$ cat src/rtl/sdram_port_arbiter.sv
// rtl/sdram_port_arbiter.sv - round-robin arbiter sharing one Avalon-MM SDRAM slave
//
// Purpose: serves NUM_PORTS requesters one transaction at a time against the
// SDRAM controller s1 port, with registered Avalon outputs and a read watchdog.
//
// Ports:
//   i_clk, i_rst_n       clock, asynchronous active-low reset
//   i_req/i_we           per-port request and direction (1=write)
//   i_addr/i_wdata       packed per-port address and write data
//   o_done               one-cycle completion pulse for the served port
//   o_rdata/o_err        read data / read-timeout flag, valid with o_done
//   o_busy               high while a transaction is in flight
//   avm_*                Avalon-MM master towards s1
module sdram_port_arbiter #(
  parameter int NUM_PORTS  = 4,
  parameter int ADDR_W     = 25,
  parameter int DATA_W     = 16,
  parameter int RD_TIMEOUT = 1023
) (
  input  logic                        i_clk,
  input  logic                        i_rst_n,
  input  logic [NUM_PORTS-1:0]        i_req,
  input  logic [NUM_PORTS-1:0]        i_we,
  input  logic [NUM_PORTS*ADDR_W-1:0] i_addr,
  input  logic [NUM_PORTS*DATA_W-1:0] i_wdata,
  output logic [NUM_PORTS-1:0]        o_done,
  output logic [DATA_W-1:0]           o_rdata,
  output logic                        o_err,
  output logic                        o_busy,
  output logic [ADDR_W-1:0]           avm_address,
  output logic [DATA_W/8-1:0]         avm_byteenable_n,
  output logic                        avm_chipselect,
  output logic                        avm_read_n,
  output logic                        avm_write_n,
  output logic [DATA_W-1:0]           avm_writedata,
  input  logic [DATA_W-1:0]           avm_readdata,
  input  logic                        avm_readdatavalid,
  input  logic                        avm_waitrequest
);

  localparam int IDX_W = (NUM_PORTS > 1) ? $clog2(NUM_PORTS) : 1;
  localparam int CNT_W = $clog2(RD_TIMEOUT + 1);

  typedef enum logic [1:0] {IDLE, CMD, WAIT_RD, DONE} state_t;

  state_t             state;
  logic [IDX_W-1:0]   rr_ptr;
  logic [IDX_W-1:0]   idx;
  logic               cur_we;
  logic [CNT_W-1:0]   rd_cnt;
  logic [IDX_W-1:0]   cand;
  logic [IDX_W-1:0]   grant_idx;
  logic               grant_valid;
  logic [ADDR_W-1:0]  sel_addr;
  logic [DATA_W-1:0]  sel_wdata;

  // (base + off) mod NUM_PORTS, off < NUM_PORTS
  function automatic logic [IDX_W-1:0] wrap_add(input logic [IDX_W-1:0] base, input int off);
    int s;
    s = int'(base) + off;
    if (s >= NUM_PORTS) s = s - NUM_PORTS;
    return IDX_W'(s);
  endfunction

  // Walk from the farthest candidate back to rr_ptr so the closest set
  // request (searching upward from rr_ptr with wrap) is the one that sticks.
  always_comb begin
    grant_valid = 1'b0;
    grant_idx   = '0;
    cand        = '0;
    for (int k = NUM_PORTS - 1; k >= 0; k--) begin
      cand = wrap_add(rr_ptr, k);
      if (i_req[cand]) begin
        grant_valid = 1'b1;
        grant_idx   = cand;
      end
    end
  end

  assign sel_addr         = i_addr[grant_idx*ADDR_W +: ADDR_W];
  assign sel_wdata        = i_wdata[grant_idx*DATA_W +: DATA_W];
  assign avm_byteenable_n = '0;

  always_ff @(posedge i_clk or negedge i_rst_n) begin
    if (!i_rst_n) begin
      state          <= IDLE;
      rr_ptr         <= '0;
      idx            <= '0;
      cur_we         <= 1'b0;
      rd_cnt         <= '0;
      avm_chipselect <= 1'b0;
      avm_read_n     <= 1'b1;
      avm_write_n    <= 1'b1;
      avm_address    <= '0;
      avm_writedata  <= '0;
      o_done         <= '0;
      o_rdata        <= '0;
      o_err          <= 1'b0;
      o_busy         <= 1'b0;
    end else begin
      o_done <= '0;
      o_err  <= 1'b0;
      case (state)
        IDLE: begin
          if (grant_valid) begin
            idx            <= grant_idx;
            cur_we         <= i_we[grant_idx];
            avm_address    <= sel_addr;
            avm_writedata  <= sel_wdata;
            avm_chipselect <= 1'b1;
            avm_read_n     <= i_we[grant_idx];
            avm_write_n    <= ~i_we[grant_idx];
            o_busy         <= 1'b1;
            state          <= CMD;
          end
        end
        CMD: begin
          // Outputs simply hold while the slave stalls.
          if (!avm_waitrequest) begin
            avm_chipselect <= 1'b0;
            avm_read_n     <= 1'b1;
            avm_write_n    <= 1'b1;
            if (cur_we) begin
              o_done[idx] <= 1'b1;
              state       <= DONE;
            end else begin
              rd_cnt <= '0;
              state  <= WAIT_RD;
            end
          end
        end
        WAIT_RD: begin
          // Data arriving on the last watchdog cycle still wins over the abort.
          if (avm_readdatavalid) begin
            o_rdata     <= avm_readdata;
            o_done[idx] <= 1'b1;
            state       <= DONE;
          end else if (rd_cnt == CNT_W'(RD_TIMEOUT)) begin
            o_rdata     <= '0;
            o_err       <= 1'b1;
            o_done[idx] <= 1'b1;
            state       <= DONE;
          end else begin
            rd_cnt <= rd_cnt + 1'b1;
          end
        end
        DONE: begin
          rr_ptr <= wrap_add(idx, 1);
          o_busy <= 1'b0;
          state  <= IDLE;
        end
        default: state <= IDLE;
      endcase
    end
  end

endmodule

$ cat config.mk
export PLATFORM = sky130hd
export DESIGN_NAME = sdram_port_arbiter
export DESIGN_NICKNAME = d
export VERILOG_FILES = /design/src/rtl/sdram_port_arbiter.sv
export SDC_FILE = /design/constraint.sdc
export NUM_CORES = 1
export LEC_CHECK = 0
export ABC_CLOCK_PERIOD_IN_PS = 6100
export CAP_MARGIN = 20
export CELL_PAD_IN_SITES_DETAIL_PLACEMENT = 2
export CELL_PAD_IN_SITES_GLOBAL_PLACEMENT = 2
export CORE_MARGIN = 2
export CORE_UTILIZATION = 24
export CTS_CLUSTER_DIAMETER = 100
export DETAILED_ROUTE_END_ITERATION = 8
export GPL_ROUTABILITY_DRIVEN = 0
export GPL_TIMING_DRIVEN = 1
export PLACE_DENSITY = 0.95
export SLEW_MARGIN = 20
export SYNTH_ARGS = -nofsm -noshare
export SYNTH_HDL_FRONTEND = slang
export SYNTH_SLANG_ARGS = --single-unit
$ cat constraint.sdc
create_clock -name i_clk -period 6.1 [get_ports i_clk]
set_clock_uncertainty 0.1 [all_clocks]
set_input_delay 1.22 -clock i_clk [delete_from_list [all_inputs] [get_ports i_clk]]
set_output_delay 1.22 -clock i_clk [all_outputs]
set_load 0.02 [all_outputs]
==> results.cfg <==
[critical_path]
cp_max_fo = 46
crit_top_cell = buf_4
crit_end = avm_writedata[4]$_DFFE_PN0P_
cp-startpoint = i_req[3]
crit_path_max_incr_delay_ns = 0.59
crit_path_start_kind = input pin
reg2regPathDepth = 7
r2r_setup_slack_ns = 3.23
endpoint_kind = flip-flop
crit_slowest_cell = a21o_2
rr_endpoint = rd_cnt[7]$_DFFE_PN0P_
rr_startpoint = state[0]$_DFFE_PN0P_
path_cells = clkdlybuf4s50_1 > nor4_1 > nand2b_2 > buf_4 > a21o_2 > buf_4 > o211ai_1
cp.arrival_ns = 4.03
crit_type = input pin to flip-flop
cp.required_ns = 6.20

[yosys]
syn_area_per_cell_um2 = 9.57
yosysTopAreaCell = dfrtp_1
syn_inst = 527
synth_area_leaders = dfrtp_1, mux2i_1, a21o_1
syn_area_um2 = 5040
ys_ff_latch = 83
synth_cell_type_count = 51
yosysWarnings = 0
synth_top_area_share = 0.402
ys_seq_area_frac = 0.412

[global_routing]
met1_usage = 0.233
antenna_found_initial = 0
grt_max_degree = 49
gr-usage-met2 = 0.373
grt_use_met3 = 0.0413
grt_usage = 0.203
grt_pass1_vias = 5923
gr-max-usage-layer = met2
grt_pass1_wl_mm = 34.5
grt_overflow = 0

[die]
fp-row-count = 53
die_x_um = 149
ios = 260
fp.coreArea_um2 = 20800
die_y_um = 149
die-area_um2 = 22200
start_util = 0.242

[detailed_routing]
wire_per_inst_um = 21.8
drt_pass1_iterations = 4
drt_iter0_drc = 202
vias = 5223
wl_mm = 22.6
viasPerCell = 5.03
drcViolationCount = 0
final_antenna_net_count = 0

[sta]
worst_slew_pin_slew_ns = 0.695
timing.final.crit_share = 0.644
slew_violations = 0
holdWs_ns = 0.400
relSlewSlack = 0.537
tns_ns = 0
min_period_ns = 3.93
hold_violations = 0
finalSetupViolations = 0
rsz0062_at_grt = false
max_freq_ghz = 0.255

[outcome]
status = complete, no violations

[pwr]
p_comb_frac = 0.557
switching_share = 0.430
power_frac_clock = 0.168
irDropWorstVdd_v = 0.000126
power.leakage_nw = 3.32
power_mw = 3.39
p_seq_frac = 0.275
p_int_mw = 1.93
power.switching_mw = 1.46
powerDensity_nw_per_um2 = 421

[place]
place_hpwl_mm = 16.6
portBuffers = 257
dp_cells = 1022

[clock_tree]
cts_made_buffers = 9
post_cts_buffers = 0
clock_latency_ns = 0.34
cts_tree = yes
cts_resized = 0
path_clk_slew_ns = 0.06
htreeDepth = 3
numClockSinks = 83
holdBufCountCts = 0
clockBufferDepth = 2
cts_root_buffer = clkbuf_16

[cells_and_area]
final_nets = 960
final_cells = 1038
drive_gt1_frac = 0.0603
nFillCells = 2242
antenna-diode-count = 0
syn2layout_area_growth_pct = 59.8

[min_path]
hold_path_class = flip-flop to flip-flop
whs_path_depth = 2

[job]
maxCapViolations = 0
==> cell type report <==
class	instances	area, µm²	share of cell area
multi-input combinational	390	2660	0.331
timing repair buffer	266	2640	0.327
sequential	83	2080	0.258
tap	275	344	0.0427
clock buffer	10	229	0.0284
clock inverter	6	73.8	0.00916
inverter	8	30.0	0.00373
==> metal layers <==
layer	vias up	share of wire
met5	-	0
met4	0	0.027
met1	2613	0.40
met2	175	0.52
met3	36	0.059
li1	2399	-
==> critical path: cells and delay by family <==
kind | cells | cell delay (ns)
buffers and inverters | 3 | 1.27
AOI/OAI and AO/OA | 2 | 0.73
and+or+nand+nor | 2 | 0.78
==> synthesized netlist by cell type, drive strengths merged <==
master,n
o21bai,1
dfrtp,81
or4,1
or2,1
and4b,1
o211ai,41
a31oi,3
buf,31
a211o,1
a21boi,1
o221a,1
nor2b,6
a21oi,5
clkbuf,16
a21o,43
mux2i,48
a221o,1
o31ai,1
nand3,47
and2,3
a41o,3
mux2,4
ha,10
nand2b,2
and4,1
nor2,14
o22ai,1
a221oi,2
o22a,1
o21ai,49
nand4,2
nor4,2
nand2,58
nor3,2
a22o,24
a211oi,1
conb,1
o221ai,1
and3,6
dfstp,2
inv,8
==> how the worst min path moves through the flow <==
| stage | end | start | slack [ns] |
|---|---|---|---|
| finish | avm_writedata[10]$_DFFE_PN0P_ | avm_writedata[10]$_DFFE_PN0P_ | 0.40 |
| global route | o_rdata[14]$_DFFE_PN0P_ | o_rdata[14]$_DFFE_PN0P_ | 0.43 |
| CTS | avm_address[15]$_DFFE_PN0P_ | avm_address[15]$_DFFE_PN0P_ | 0.40 |
| detailed placement | avm_address[15]$_DFFE_PN0P_ | avm_address[15]$_DFFE_PN0P_ | 0.39 |
| global placement | avm_address[6]$_DFFE_PN0P_ | avm_address[6]$_DFFE_PN0P_ | 0.38 |
| floorplan | rd_cnt[9]$_DFFE_PN0P_ | rd_cnt[9]$_DFFE_PN0P_ | 0.36 |
==> state kept, by name (all words and copies together), names as in the netlist <==
register	flops
avm_address	25
avm_writedata	16
o_rdata	16
rd_cnt	10
o_done	4
idx	2
rr_ptr	2
state	2
avm_chipselect	1
avm_read_n	1
avm_write_n	1
cur_we	1
o_busy	1
o_err	1
==> kinds of logic after synthesis <==
logic type | share of synthesized area
compound gates | 0.254
fa+ha+maj | 0.0248
buf+inv | 0.0658
flops | 0.412
mux | 0.104
other cells | 0.000744
simple gates | 0.138
==> cells in the final DEF (no fill, tap or decap), types with 6 or more instances in the layout <==
cell type	n
nand2_1	56
clkdlybuf4s50_1	256
nand3_1	46
buf_4	10
dfrtp_1	81
a22o_1	23
a21o_1	42
clkbuf_16	9
inv_1	8
ha_1	10
mux2i_1	48
o21ai_0	47
o211ai_1	41
nor2_1	14
and3_1	6
==> power groups by stage <==
| stage | combinational, mW | sequential (mW) | clock, mW |
|---|---|---|---|
| after floorplan | 0.863 | 1.14 | 0 |
| after global placement | 1.82 | 0.922 | 0 |
| after detailed placement | 1.91 | 0.943 | 0 |
| after CTS | 1.92 | 0.935 | 0.588 |
| after global routing | 2.04 | 0.962 | 0.610 |
| final | 1.89 | 0.933 | 0.569 |
==> metrics by stage <==
| step | util | instance area (µm²) | setup WS, ns |
|---|---|---|---|
| after floorplan | - | 5050 | 3.53 |
| final | 0.387 | 8060 | 2.17 |
| after global routing | 0.387 | 8060 | 2.01 |
| after CTS | 0.387 | 8060 | 1.72 |
| after detailed placement | 0.372 | 7750 | 1.35 |
| after global placement | 0.372 | 7750 | 1.58 |
No activity file was read; power rests on OpenSTA's default activity.
